**src/rtl/morse_pkg.sv**
```systemverilog
// Shared timing thresholds, state encoding and element classifier
// for the Morse key front end.
package morse_pkg;

   localparam int DUR_W = 4;
   localparam int LEN_W = 3;

   localparam logic [DUR_W-1:0] DIT_MAX  = 4'd1;
   localparam logic [DUR_W-1:0] DASH_MAX = 4'd6;
   localparam logic [DUR_W-1:0] CHAR_GAP = 4'd3;
   localparam logic [DUR_W-1:0] WORD_GAP = 4'd7;
   localparam logic [DUR_W-1:0] DUR_SAT  = 4'd15;

   localparam logic [DUR_W-1:0] CHAR_LAST = CHAR_GAP - 4'd1;
   localparam logic [DUR_W-1:0] WORD_LAST = WORD_GAP - 4'd1;

   localparam logic [LEN_W-1:0] MAX_ELEMS = 3'd5;

   localparam logic [1:0] ST_IDLE = 2'd0;
   localparam logic [1:0] ST_MARK = 2'd1;
   localparam logic [1:0] ST_GAP  = 2'd2;

   typedef enum logic [1:0] {
      IDLE = ST_IDLE,
      MARK = ST_MARK,
      GAP  = ST_GAP
   } state_e;

   typedef enum logic [1:0] {
      EL_DIT,
      EL_DASH,
      EL_BAD
   } elem_e;

   function automatic elem_e classify(
      input logic [DUR_W-1:0] dur
   );
      elem_e e;
      e = EL_BAD;
      if (dur <= DASH_MAX) e = EL_DASH;
      if (dur <= DIT_MAX)  e = EL_DIT;
      return e;
   endfunction

endpackage

```
**src/rtl/morse_unit_tick.sv**
```systemverilog
// Dit-unit prescaler: free-running modulo counter that can be
// realigned to a key edge, emitting one tick per unit.
module morse_unit_tick #(
   parameter int CLK_PER_UNIT = 1000,
   parameter int PRE_W        = 16
) (
   input  logic clk,
   input  logic reset,
   input  logic restart_i,
   output logic tick_o
);

   localparam logic [PRE_W-1:0] LAST =
      PRE_W'(CLK_PER_UNIT - 1);

   logic [PRE_W-1:0] cnt_q;
   logic [PRE_W-1:0] cnt_d;

   always_comb begin
      cnt_d = cnt_q + PRE_W'(1);
      if (restart_i || cnt_q == LAST) cnt_d = '0;
   end

   always_ff @(posedge clk) begin
      if (!reset) cnt_q <= '0;
      else        cnt_q <= cnt_d;
   end

   assign tick_o = (cnt_q == LAST) && !restart_i;

endmodule

```
**src/rtl/morse_key_timer.sv**
```systemverilog
// Morse key front end: synchronise, time marks/gaps in dit units,
// classify elements and hand them to texter_control.
module morse_key_timer
   import morse_pkg::*;
#(
   parameter int CLK_PER_UNIT = 1000,
   parameter int PRE_W        = 16,
   parameter int SYNC_STAGES  = 2
) (
   input  logic             clk,
   input  logic             reset,
   input  logic             key_in,
   input  logic             nxt_bit,
   input  logic             out_space,
   output logic             dash_dit,
   output logic             sym_is_dash,
   output logic             dc_error,
   output logic             space,
   output logic             char_end,
   output logic [4:0]       sym_code,
   output logic [LEN_W-1:0] sym_len
);

   logic [SYNC_STAGES-1:0] sync_q;
   logic [SYNC_STAGES-1:0] fill_q;
   logic                   key_s;
   logic                   key_d1_q;
   logic                   armed_q;
   logic                   rise_q;
   logic                   fall_q;
   logic                   ev;
   logic                   tick;
   logic [DUR_W-1:0]       dur_q;

   state_e                 state_q;
   logic                   dash_dit_q;
   logic                   sym_is_dash_q;
   logic                   dc_error_q;
   logic                   space_q;
   logic                   char_end_q;
   logic [4:0]             sym_code_q;
   logic [LEN_W-1:0]       sym_len_q;

   elem_e                  elem;
   logic                   ack;
   logic                   bad;

   assign key_s = sync_q[SYNC_STAGES-1];
   assign ev    = rise_q | fall_q;

   // Edges are only honoured once the key has been seen released
   // after reset, so a key held through reset is ignored.
   always_ff @(posedge clk) begin
      if (!reset) begin
         sync_q   <= '0;
         fill_q   <= '0;
         key_d1_q <= 1'b0;
         armed_q  <= 1'b0;
         rise_q   <= 1'b0;
         fall_q   <= 1'b0;
      end else begin
         sync_q   <= {sync_q[SYNC_STAGES-2:0], key_in};
         fill_q   <= {fill_q[SYNC_STAGES-2:0], 1'b1};
         key_d1_q <= key_s;
         if (fill_q[SYNC_STAGES-1] && !key_s) armed_q <= 1'b1;
         rise_q   <= armed_q & key_s & ~key_d1_q;
         fall_q   <= armed_q & ~key_s & key_d1_q;
      end
   end

   morse_unit_tick #(
      .CLK_PER_UNIT (CLK_PER_UNIT),
      .PRE_W        (PRE_W)
   ) u_tick (
      .clk       (clk),
      .reset     (reset),
      .restart_i (ev),
      .tick_o    (tick)
   );

   always_ff @(posedge clk) begin
      if (!reset) begin
         dur_q <= '0;
      end else if (ev) begin
         dur_q <= '0;
      end else if (tick && dur_q != DUR_SAT) begin
         dur_q <= dur_q + 4'd1;
      end
   end

   assign elem = classify(dur_q);
   assign ack  = nxt_bit & dash_dit_q;
   assign bad  = (elem == EL_BAD)
               | (sym_len_q == MAX_ELEMS)
               | (dash_dit_q & ~nxt_bit);

   always_ff @(posedge clk) begin
      if (!reset) begin
         state_q       <= IDLE;
         dash_dit_q    <= 1'b0;
         sym_is_dash_q <= 1'b0;
         dc_error_q    <= 1'b0;
         space_q       <= 1'b0;
         char_end_q    <= 1'b0;
         sym_code_q    <= '0;
         sym_len_q     <= '0;
      end else begin
         char_end_q <= 1'b0;
         if (out_space) space_q <= 1'b0;
         if (ack) begin
            dash_dit_q    <= 1'b0;
            sym_is_dash_q <= 1'b0;
            dc_error_q    <= 1'b0;
         end
         unique case (state_q)
            IDLE: begin
               if (rise_q) state_q <= MARK;
            end
            MARK: begin
               // A fall overrides a same-cycle ack with the new element.
               if (fall_q) begin
                  dash_dit_q    <= 1'b1;
                  sym_is_dash_q <= (elem != EL_DIT);
                  dc_error_q    <= bad;
                  if (!bad) begin
                     sym_code_q[sym_len_q] <= (elem == EL_DASH);
                     sym_len_q <= sym_len_q + 3'd1;
                  end
                  state_q <= GAP;
               end
            end
            GAP: begin
               if (rise_q) begin
                  state_q <= MARK;
               end else if (tick) begin
                  if (dur_q == CHAR_LAST && sym_len_q != '0) begin
                     char_end_q <= 1'b1;
                     sym_code_q <= '0;
                     sym_len_q  <= '0;
                  end
                  if (dur_q == WORD_LAST) begin
                     space_q <= 1'b1;
                     state_q <= IDLE;
                  end
               end
            end
            default: state_q <= IDLE;
         endcase
      end
   end

   assign dash_dit    = dash_dit_q;
   assign sym_is_dash = sym_is_dash_q;
   assign dc_error    = dc_error_q;
   assign space       = space_q;
   assign char_end    = char_end_q;
   assign sym_code    = sym_code_q;
   assign sym_len     = sym_len_q;

endmodule
```
**config.mk**
```make
export PLATFORM = sky130hd
export DESIGN_NAME = morse_key_timer
export DESIGN_NICKNAME = d
export VERILOG_FILES = /design/src/rtl/morse_pkg.sv /design/src/rtl/morse_unit_tick.sv /design/src/rtl/morse_key_timer.sv
export SDC_FILE = /design/constraint.sdc
export NUM_CORES = 1
export LEC_CHECK = 0
export BUFFER_PORTS_ARGS = -buffer_cell sky130_fd_sc_hd__buf_2
export CELL_PAD_IN_SITES_DETAIL_PLACEMENT = 2
export CELL_PAD_IN_SITES_GLOBAL_PLACEMENT = 2
export CORE_ASPECT_RATIO = 1.2
export CORE_UTILIZATION = 38
export CTS_BUF_LIST = sky130_fd_sc_hd__clkbuf_16
export CTS_CLUSTER_SIZE = 20
export DETAILED_ROUTE_END_ITERATION = 12
export HOLD_SLACK_MARGIN = 0.03
export PLACE_DENSITY = 0.79
export REMOVE_ABC_BUFFERS = 1
export SLEW_MARGIN = 10
export SYNTH_ARGS = -nofsm -noshare
export SYNTH_HDL_FRONTEND = slang
export SYNTH_SLANG_ARGS = --single-unit
export TNS_END_PERCENT = 100
```
**constraint.sdc**
```tcl
create_clock -name clk -period 5.2 [get_ports clk]
set_clock_uncertainty 0.2 [all_clocks]
set_input_delay 0 -clock clk [delete_from_list [all_inputs] [get_ports clk]]
set_output_delay 0 -clock clk [all_outputs]
set_load 0.01 [all_outputs]
```
Word-level counts from Yosys, hierarchy flattened

Cells that the tools add are included.

Register bits after elaboration: 43
Bits of input ports: 5
Output and inout bits: 13
Word-level logic and storage cells: 112

$add $sub $neg: 3
Order comparisons: 4
Eq/ne operators: 17
Mux-type cells: 39
Bitwise operators: 15
Reduce and logical (&&, ||, !) cells: 17

Operator list:

| cell                  | number |
|---|---|
| $mux 5                | 5 |
| $mux 1                | 17 |
| $add 16x1->16 const B | 1 |
| $eq 16x10->1 const B  | 1 |
| $mux 3                | 5 |
| $mux 2                | 7 |
| $ne 2x2->1 const B    | 6 |
| $pmux 5 s2            | 1 |
| $and 1x1->1           | 6 |
| $ne 3x3->1 const B    | 2 |
| $not 1->1             | 6 |
| $pmux 2 s3            | 1 |
| $pmux 3 s2            | 1 |
| $reduce_and 6->1      | 1 |
| $bwmux 5              | 1 |
| $logic_and 1x1->1     | 5 |
| $add 4x1->4 const B   | 1 |
| $eq 2x1->1 const B    | 2 |
| $eq 2x2->1 const B    | 2 |
| $eq 4x2->1 const B    | 1 |
| $eq 4x3->1 const B    | 1 |
| $le 4x1->1 const B    | 1 |
| $le 4x3->1 const B    | 1 |
| $lt 3x4->1 const B    | 1 |
| other kinds (14)      | 19 |

Logic depth before layout (Yosys ltp)

Gate-level depths: netlist (run 1).

Word-level depth: 9
Depth in mapped cells: 8
Depth with buffers taken out: 7

By module

From an unflattened synthesis (run 1), not the netlist that was laid out.

Cells, all modules: 224
Area total of the unflattened synthesis: 2,055.7 µm²

Modules (own cells, without submodules):

| module          | instances | cells an instance | area an instance (µm²) | sequential area each (µm²) |
|---|---|---|---|---|
| morse_key_timer | 1         | 142               | 1,326.3                | 540.5 |
| morse_unit_tick | 1         | 82                | 729.4                  | 320.3 |

Worst setup path before layout (run 1)

Ideal clock, no wire load.

Path type: register to register
From: register u_tick.cnt_q[3]
To: register dur_q[3]
Setup time: 0.061 ns
Data arrival time: 1.972 ns
Required time: 4.939 ns
Slack: 2.967 ns
Stages on the path, launching flop included: 6
Buffers on the path: 0
Period minus slack after synthesis: 2.233 ns
Path through: dfxtp_1 > or4_4 > nor4_4 > nand3_4 > or4_1 > nand2_1

Longest elaborated chain between the ends: 3

RTL lines:

| what                     | RTL line              | text |
|---|---|---|
| start: declaration       | morse_unit_tick.sv:16 | `logic [PRE_W-1:0] cnt_q;` |
| start signal: assignment | morse_unit_tick.sv:26 | `else cnt_q <= cnt_d;` |
| $eq 16x10->1             | morse_unit_tick.sv:29 | `assign tick_o = (cnt_q == LAST) && !restart_i;` |
| $logic_and 1x1->1        | morse_unit_tick.sv:29 |  |
| $logic_and 1x1->1        | morse_key_timer.sv:86 | `end else if (tick && dur_q != DUR_SAT) begin` |
| end signal: assignment   | morse_key_timer.sv:87 | `dur_q <= dur_q + 4'd1;` |
| end: declaration         | morse_key_timer.sv:33 | `logic [DUR_W-1:0] dur_q;` |

Every way passes these cells.
A chain may end at the register's enable or synchronous reset.

Worst setup path in the final report (run 1)

From: register u_tick.cnt_q[10]
To: register dur_q[3]

The elaborated chain is that of the path after synthesis.

==> results of run 1 <==
==> critical path: cells and delay by family, from the launching register on <==
kind | cells | cell delay [ns]
and+or+nand+nor | 5 | 1.84
DFF | 1 | 0.35
==> per-layer routing <==
layer  up-vias  wire length [um]
met4         0                87
li1        807                 -
met3         7                97
met2        18              2636
met5         -                 0
met1       812              2131
==> registers in the layout, summed over array words and instances (netlist names) <==
register,flops
key_d1_q,1
fall_q,1
sync_q,2
sym_len,3
dur_q,4
dash_dit,1
rise_q,1
space,1
char_end,1
u_tick.cnt_q,16
armed_q,1
sym_code,5
dc_error,1
fill_q,2
state_q,2
sym_is_dash,1
==> power by group <==
| part | internal, mW | switching, mW | total (mW) |
|---|---|---|---|
| Clock | 0.226 | 0.129 | 0.355 |
| Combinational | 0.00797 | 0.0116 | 0.0196 |
| Sequential | 0.334 | 0.00340 | 0.337 |
==> synthesized netlist by cell type, types with 2 or more instances <==
cell	n	area (sq um)
a21oi_1	3	15.01
a31o_2	3	26.28
a31oi_1	5	31.28
and2_1	3	18.77
and3_1	3	18.77
clkbuf_1	3	11.26
dfxtp_1	43	860.8
ha_1	8	100.1
inv_1	8	30.03
mux2i_1	5	50.05
nand2_1	32	120.1
nand2b_1	5	31.28
nand3_1	9	45.04
nand3b_1	2	15.01
nand4_1	5	31.28
nor2_1	35	131.4
nor3_1	6	30.03
nor3b_1	4	30.03
nor4_1	3	18.77
o21ai_0	2	10.01
o22ai_1	2	12.51
or4_1	2	15.01
xnor2_1	8	70.07
xor2_1	7	61.31
==> layout make-up <==
| type | count | area share (%) |
|---|---|---|
| flip-flops and latches | 43 | 37.64 |
| inverters | 9 | 1.477 |
| multi-input cells | 165 | 44.31 |
| clock buffers | 5 | 5.470 |
| repair buffers | 22 | 5.908 |
| well taps | 60 | 3.282 |
| clock inverters | 3 | 1.915 |
==> how the worst max path moves through the flow <==
| stage | depth (start not counted) | start | end | slack [ns] |
|---|---|---|---|---|
| 2_1_floorplan | 5 | u_tick.cnt_q[3]$_SDFF_PP0_ | dur_q[3]$_SDFFE_PP0P_ | 2.97 |
| 6_report | 5 | u_tick.cnt_q[10]$_SDFF_PP0_ | dur_q[3]$_SDFFE_PP0P_ | 2.76 |
| 3_5_place_dp | 5 | u_tick.cnt_q[10]$_SDFF_PP0_ | dur_q[3]$_SDFFE_PP0P_ | 2.81 |
| 3_3_place_gp | 5 | u_tick.cnt_q[10]$_SDFF_PP0_ | dur_q[3]$_SDFFE_PP0P_ | 2.83 |
| 4_1_cts | 5 | u_tick.cnt_q[10]$_SDFF_PP0_ | dur_q[3]$_SDFFE_PP0P_ | 2.77 |
| 5_1_grt | 7 | sym_len[1]$_SDFFE_PN0P_ | sym_code[3]$_SDFFE_PN0P_ | 2.56 |
==> cells by family after synthesis <==
family / after synthesis / share of synthesized area (%)
buffers and inverters: 15 / 3.416
AOI/OAI and AO/OA: 23 / 8.447
DFF: 43 / 44.36
adders and majority gates: 8 / 5.158
xor gates and xnor gates: 15 / 6.770
and+or+nand+nor: 114 / 29.27
muxes: 5 / 2.579
==> per-stage QoR <==
stage | power, mW | util, % | cell area (sq um)
6_report | 0.7120 | 46.63 | 2287
5_1_grt | 0.7412 | 46.63 | 2287
4_1_cts | 0.7214 | 46.63 | 2287
3_5_place_dp | 0.3617 | 42.17 | 2068
3_3_place_gp | 0.3606 | 42.17 | 2068
2_1_floorplan | 0.3538 | - | 1908
==> flow_summary.json, run 1 <==
{
  "status": "complete, no violations",
  "route.detailed.drc": 0,
  "path_clk_slew_ns": 0.06,
  "cpMostUsedCell": "or4_1",
  "max_stage_delay_ns": 0.58,
  "rsz0062_at_grt": "no",
  "hold_buffers": 5,
  "timing.slew.headroom_pct": 43.97,
  "design.core.area_sq_mm": 0.004905,
  "setup_viol": 0,
  "h-tree-depth": 2,
  "vias_per_cell": 5.355,
  "layout-drive-gt1-share_pct": 13.36,
  "multi_input_area_sq_mm": 0.001013,
  "ys_types": 41,
  "die-height_um": 80.28,
  "dp_slack_ns": 2.806,
  "die_w_um": 67.24,
  "cap_violations": 0,
  "worstHoldPathType": "reg -> reg",
  "tightest_slew_ns": 0.8328,
  "stdcell_count": 307,
  "std_cell_rows": 28,
  "crit_type": "reg -> reg",
  "cts_sinks": 43,
  "start_kind": "flop",
  "cellLeakagePower_nw": 0.9150,
  "die_area_sq_mm": 0.005398,
  "gr-usage-met3_pct": 4.261,
  "root_buffer": "clkbuf_16",
  "antenna_found_initial": 0,
  "finalSetupTns_ns": 0,
  "final_common_cell": "dfxtp_1",
  "min-delay-start": "key_d1_q$_SDFF_PN0_",
  "avgSynthCellArea_sq_um": 8.702,
  "drtAntennaViolNets": 0,
  "synthArstFlopShare_pct": 0,
  "numCtsBuffers": 5,
  "setup_ws_ns": 2.762,
  "busiest_layer": "met2",
  "grt_max_degree": 17,
  "synth_warnings": 0,
  "routedWlPerCell_um": 16.13,
  "synth_edf_count": 0,
  "final-seq-area_sq_um": 860.8,
  "fin_hold_ws_ns": 0.2432,
  "grt_pass1_vias": 1728,
  "hold_depth": 1,
  "p_per_area_mw_per_mm2": 311.3,
  "reg2reg_from": "u_tick.cnt_q[10]$_SDFF_PP0_",
  "path_max_fanout": 6,
  "synth_cells": 223,
  "io_buffers": 17,
  "postCtsSetupRepairBufs": 0,
  "use_met2_pct": 37.80,
  "clk_latency_ns": 0.28,
  "post_cts_resized": 0,
  "r2r-end": "dur_q[3]$_SDFFE_PP0P_",
  "place_inst": 294,
  "yosys_register_bits": 43,
  "seq_area_frac_synth_pct": 44.36,
  "reg2regPathDepth": 5,
  "cts_tree": "done",
  "hold_viol": 0,
  "maxSlewViolCount": 0,
  "detailed_place_hpwl_um": 3494,
  "track_usage_pct": 20.86,
  "start_util_pct": 39.57,
  "wl_um": 4953,
  "worst_setup_path_end_kind": "flop",
  "overflow": 0,
  "gr-usage-met1_pct": 23.45,
  "timing.final.crit_share_pct": 46.89,
  "synthesis.area_sq_mm": 0.001941,
  "cp.arrival_ns": 2.46,
  "fin_nets": 259,
  "crit_required_ns": 5.22,
  "detail_route.first_pass.iterations": 4,
  "period_needed_ns": 2.438,
  "synthFlopType": "dfxtp_1",
  "grt_pass1_wl_um": 8383,
  "crit_slowest_cell": "or4_1",
  "io_pins": 18,
  "n_fill_cell": 553,
  "place_congestion": 0.7709,
  "drtIter0Drc": 63,
  "rrSetupSlack_ns": 2.76,
  "syn2layout_area_growth_pct": 17.86,
  "insertedDiodeCount": 0,
  "fmax_mhz": 410.1,
  "whs_endpoint": "rise_q$_SDFF_PN0_",
  "worstPathCellList": "or4_1 > nor4_4 > nand3_4 > or4_1 > nand2_1",
  "mostFrequentLayoutCells": "43 x dfxtp_1, 35 x nor2_1, 32 x nand2_1",
  "clockBufferDepth": 2,
  "vdd_drop_max_mv": 0.1626,
  "vias": 1644
}
(Power assumes the default switching activity.)
==> run 2: changes to the inputs <==
--- a/config.mk
+++ b/config.mk
@@ -9,12 +9,12 @@
 export CELL_PAD_IN_SITES_DETAIL_PLACEMENT = 2
 export CELL_PAD_IN_SITES_GLOBAL_PLACEMENT = 2
 export CORE_ASPECT_RATIO = 1.2
-export CORE_UTILIZATION = 38
+export CORE_UTILIZATION = 35
 export CTS_BUF_LIST = sky130_fd_sc_hd__clkbuf_16
 export CTS_CLUSTER_SIZE = 20
 export DETAILED_ROUTE_END_ITERATION = 12
 export HOLD_SLACK_MARGIN = 0.03
-export PLACE_DENSITY = 0.79
+export PLACE_DENSITY = 0.74
 export REMOVE_ABC_BUFFERS = 1
 export SLEW_MARGIN = 10
 export SYNTH_ARGS = -nofsm -noshare
==> constraint.sdc (replaced) <==
create_clock -name clk -period 2.4 [get_ports clk]
set_clock_uncertainty 0.2 [all_clocks]
set_input_delay 0 -clock clk [delete_from_list [all_inputs] [get_ports clk]]
set_output_delay 0 -clock clk [all_outputs]
set_load 0.01 [all_outputs]
==> run 2 against run 1 <==
Final area grew 3.2%. Cell count grew 3.9%. Count of clock-buffer cells in the layout is the same. Sequential share of layout area shrank 1.2 points. Sequential power grew 120%. Critical path depth grew 1. Sequential cell count is the same. Global-route usage shrank 3.3 points. Worst hold slack lost 0.013 ns. Critical endpoint unchanged. Largest cell class unchanged. Largest power group unchanged.
==> flow_summary.json, run 2 (synthesis results as in run 1) <==
{
  "cpMostUsedCell": "or4_1",
  "vias_per_cell": 5.191,
  "start_util_pct": 36.63,
  "syn2layout_area_growth_pct": 21.60,
  "fmax_mhz": 446.0,
  "start_kind": "flop",
  "period_needed_ns": 2.242,
  "fin_nets": 269,
  "die_w_um": 69.98,
  "crit_slowest_cell": "or4_1",
  "tightest_slew_ns": 0.5571,
  "startpoint": "u_tick.cnt_q[10]$_SDFF_PP0_",
  "maxSlewViolCount": 0,
  "place_congestion": 0.7418,
  "path_clk_slew_ns": 0.06,
  "die_area_sq_mm": 0.005848,
  "p_per_area_mw_per_mm2": 649.8,
  "antenna_found_initial": 0,
  "cellLeakagePower_nw": 0.9636,
  "top_register": "u_tick.cnt_q",
  "setup_ws_ns": 0.1579,
  "mostFrequentLayoutCells": "43 x dfxtp_1, 35 x nor2_1, 32 x nand2_1",
  "vias": 1656,
  "insertedDiodeCount": 0,
  "root_buffer": "clkbuf_16",
  "io_buffers": 17,
  "numCtsBuffers": 5,
  "cts_tree": "done",
  "timing.slew.headroom_pct": 62.37,
  "largest_reg_flops": 16,
  "worstPathCellList": "or4_1 > nor4_4 > buf_4 > nand3_4 > or4_1 > nand2_1",
  "stdcell_count": 319,
  "die-height_um": 83.57,
  "cp.arrival_ns": 2.27,
  "worstHoldPathType": "reg -> reg",
  "route.detailed.drc": 0,
  "layout-drive-gt1-share_pct": 16.34,
  "gr-usage-met3_pct": 3.986,
  "design.core.area_sq_mm": 0.005298,
  "routedWlPerCell_um": 14.54,
  "busiest_layer": "met2",
  "overflow": 0,
  "timing.final.crit_share_pct": 93.42,
  "clk_latency_ns": 0.28,
  "status": "complete, no violations",
  "finalSetupTns_ns": 0,
  "drtAntennaViolNets": 0,
  "h-tree-depth": 2,
  "detail_route.first_pass.iterations": 4,
  "setup_viol": 0,
  "wl_um": 4639,
  "worst_setup_path_end_kind": "flop",
  "detailed_place_hpwl_um": 3395,
  "utilization_pct": 44.54,
  "final_common_cell": "dfxtp_1",
  "crit_required_ns": 2.43,
  "postCtsSetupRepairBufs": 0,
  "use_met2_pct": 33.30,
  "grt_pass1_wl_um": 8176,
  "max_stage_delay_ns": 0.58,
  "crit_type": "reg -> reg",
  "n_fill_cell": 621,
  "track_usage_pct": 17.55,
  "cts_sinks": 43,
  "rsz0062_at_grt": "no",
  "std_cell_rows": 29,
  "grt_max_degree": 17,
  "place_inst": 306,
  "dp_slack_ns": 0.1587,
  "clockBufferDepth": 2,
  "min-delay-start": "key_d1_q$_SDFF_PN0_",
  "grt_pass1_vias": 1760,
  "vdd_drop_max_mv": 0.4643,
  "reg2reg_from": "u_tick.cnt_q[10]$_SDFF_PP0_",
  "cap_violations": 0,
  "gr-usage-met1_pct": 18.87,
  "io_pins": 18,
  "hold_viol": 0,
  "drtIter0Drc": 50,
  "path_max_fanout": 6
}
run 2: timing repair:
item,4_1_cts,5_1_grt
hold buffers,5,0
resized for setup,0,0
endpoints found under the hold margin,13,0
setup endpoints to repair,0,0
run 2: worst max-delay path, delay by kind of cell (launching register included):
family | cells | cell delay, ns
flops | 1 | 0.34
simple gates | 5 | 1.45
buf+inv | 1 | 0.19
run 2: area by class of cell:
class | instances | area [sq um] | share of cell area, %
multi-input combinational | 165 | 1013 | 42.95
sequential | 43 | 860.8 | 36.48
timing repair buffer | 32 | 210.2 | 8.908
clock buffer | 5 | 125.1 | 5.302
tap | 62 | 77.57 | 3.287
clock inverter | 3 | 38.79 | 1.644
inverter | 9 | 33.78 | 1.432
run 2: path summary, 6_finish.rpt:
path,end,slack (ns),cells after the start
worst max-delay path,dur_q[3]$_SDFFE_PP0P_,0.16,6
worst min-delay path,rise_q$_SDFF_PN0_,0.23,1
worst max register to register,dur_q[3]$_SDFFE_PP0P_,0.16,6
worst min register to register,rise_q$_SDFF_PN0_,0.23,1
run 2: routing by layer:
metal / vias to the layer above / wire (um) / part of all wire, %
li1: 828 / - / -
met1: 801 / 1989 / 43
met2: 20 / 2468 / 53
met3: 7 / 111 / 2.4
met4: 0 / 69 / 1.5
met5: - / 0 / 0
run 2: power by group:
| group | total [mW] | internal (mW) | switching (mW) |
|---|---|---|---|
| clock | 0.756 | 0.485 | 0.271 |
| sequential | 0.730 | 0.724 | 0.00614 |
| combinational | 0.0472 | 0.0207 | 0.0264 |
run 2: metrics by stage:
step | hold slack [ns] | power [mW] | instance area, sq um
2_1_floorplan | -0.1723 | 0.7665 | 1908
3_3_place_gp | 0.005014 | 0.7862 | 2146
3_5_place_dp | 0.01084 | 0.7876 | 2146
4_1_cts | 0.2299 | 1.559 | 2360
5_1_grt | 0.2522 | 1.590 | 2360
6_report | 0.2305 | 1.533 | 2360
==> run 3: changes to the inputs <==
--- a/config.mk
+++ b/config.mk
@@ -15,6 +15,7 @@
 export DETAILED_ROUTE_END_ITERATION = 12
 export HOLD_SLACK_MARGIN = 0.03
 export PLACE_DENSITY = 0.74
+export RECOVER_POWER = 50
 export REMOVE_ABC_BUFFERS = 1
 export SLEW_MARGIN = 10
 export SYNTH_ARGS = -nofsm -noshare
==> run 3 against run 2 <==
Fmax is essentially flat. Final area down 1.0%. Sequential power is essentially flat. Global-route usage stayed put.
==> flow_summary.json, run 3 (synthesis results as in run 1) <==
{
  "status": "complete, no violations",
  "start_kind": "flop",
  "wl_um": 4668,
  "final_common_cell": "dfxtp_1",
  "worstHoldPathType": "reg -> reg",
  "path_max_fanout": 6,
  "numCtsBuffers": 5,
  "hold_depth": 1,
  "reg2regPathDepth": 6,
  "p_per_area_mw_per_mm2": 655.3,
  "io_buffers": 17,
  "vias": 1665,
  "cellLeakagePower_nw": 0.8983,
  "n_fill_cell": 632,
  "worst-path-buf-inv": 1,
  "worst_setup_path_end_kind": "flop",
  "detail_route.first_pass.iterations": 4,
  "routedWlPerCell_um": 14.63,
  "io_pins": 18,
  "max_stage_delay_ns": 0.58,
  "setup_viol": 0,
  "clockBufferDepth": 2,
  "clkPwrFrac_pct": 49.3,
  "cts_sinks": 43,
  "timing.slew.headroom_pct": 51.37,
  "crit_slowest_cell": "or4_1",
  "crit_type": "reg -> reg",
  "final-seq-area_sq_um": 860.8,
  "std_cell_rows": 29,
  "clk_latency_ns": 0.28,
  "design.core.area_sq_mm": 0.005298,
  "rsz0062_at_grt": "no",
  "power.switching_uw": 302.4,
  "track_usage_pct": 17.55,
  "fmax_mhz": 445.7,
  "vdd_drop_max_mv": 0.4642,
  "cp_top_family": "simple AND/OR/NAND/NOR gates",
  "die_area_sq_mm": 0.005848,
  "combPwrFrac_pct": 3.0,
  "fin_nets": 269,
  "timing.final.crit_share_pct": 93.50,
  "worstPathCellList": "or4_1 > nor4_4 > buf_4 > nand3_4 > or4_1 > nand2_1",
  "power_switching_share_pct": 19.75,
  "die-height_um": 83.57,
  "top_register": "u_tick.cnt_q",
  "path_clk_slew_ns": 0.06,
  "grt_pass1_wl_um": 8176,
  "overflow": 0,
  "detailed_place_hpwl_um": 3395,
  "h-tree-depth": 2,
  "start_util_pct": 36.63,
  "syn2layout_area_growth_pct": 20.37,
  "finalSetupTns_ns": 0,
  "drtAntennaViolNets": 0,
  "seqPwrFrac_pct": 47.7,
  "grt_max_degree": 17,
  "mostFrequentLayoutCells": "43 x dfxtp_1, 35 x nor2_1, 32 x nand2_1",
  "maxSlewViolCount": 0,
  "utilization_pct": 44.10,
  "largest_reg_flops": 16,
  "place_congestion": 0.7418,
  "cp.arrival_ns": 2.27,
  "crit_cells": 6,
  "hold_viol": 0,
  "drtIter0Drc": 54,
  "cpMostUsedCell": "or4_1",
  "route.detailed.drc": 0,
  "antenna_found_initial": 0,
  "root_buffer": "clkbuf_16",
  "vias_per_cell": 5.219,
  "period_needed_ns": 2.244,
  "internal_power_mw": 1.228,
  "multi_input_area_sq_mm": 0.001013,
  "layout-drive-gt1-share_pct": 10.51,
  "grt_pass1_vias": 1760,
  "die_w_um": 69.98,
  "cap_violations": 0,
  "cts_tree": "done",
  "crit_required_ns": 2.42,
  "tightest_slew_ns": 0.7294,
  "insertedDiodeCount": 0
}
[run 3: cell count changes in the layout (fill, tap and decap cells not counted), sizes merged]
cell / previous run / this run
buf: 27 / 12
clkbuf: 5 / 20
[run 3: metrics by stage]
stage	setup WS [ns]	hold WS, ns	power, mW	cell area (sq um)	instances
3_5_place_dp	0.1587	0.01084	0.7876	2146	306
2_1_floorplan	0.1672	-0.1723	0.7665	1908	217
6_report	0.1561	0.2305	1.531	2336	319
5_1_grt	0.02347	0.2522	1.589	2336	319
4_1_cts	0.1442	0.2299	1.559	2360	319
3_3_place_gp	0.2059	0.005014	0.7862	2146	306
[run 3: final timing paths]
kind / from / slack [ns] / to
min: key_d1_q$_SDFF_PN0_ / 0.23 / rise_q$_SDFF_PN0_
max: u_tick.cnt_q[10]$_SDFF_PP0_ / 0.16 / dur_q[3]$_SDFFE_PP0P_
max reg2reg: u_tick.cnt_q[10]$_SDFF_PP0_ / 0.16 / dur_q[3]$_SDFFE_PP0P_
min reg2reg: key_d1_q$_SDFF_PN0_ / 0.23 / rise_q$_SDFF_PN0_
[run 3: worst reg2reg max path, stage by stage, from the launching register on]
cell,delay [ns]
dfxtp_1,0.34
or4_1,0.58
nor4_4,0.26
buf_4,0.19
nand3_4,0.07
or4_1,0.47
nand2_1,0.07
[run 3: cell type report]
cell class	count	share of cell area (%)
multi-input combinational	165	43.39
sequential	43	36.85
timing repair buffer	32	7.981
clock buffer	5	5.356
tap	62	3.321
clock inverter	3	1.660
inverter	9	1.446
[run 3: power by group through the flow]
stage          Sequential [mW]  Combinational [mW]  Clock, mW
6_report                 0.730              0.0460      0.755
3_3_place_gp             0.745              0.0409          0
4_1_cts                  0.730              0.0483      0.781
5_1_grt                  0.731              0.0529      0.805
3_5_place_dp             0.746              0.0420          0
2_1_floorplan            0.745              0.0216          0
[run 3: per-layer routing]
metal,share of wire (%),track usage [%]
met3,2.6,3.986
met1,43,18.87
met2,53,33.30
met5,0,0
met4,1.3,5.455
[run 3: timing repair]
item / 4_1_cts / 5_1_grt
gates resized for setup: 0 / 0
hold buffers: 5 / 0
hold endpoints to repair: 13 / 0
setup buffers: 0 / 0
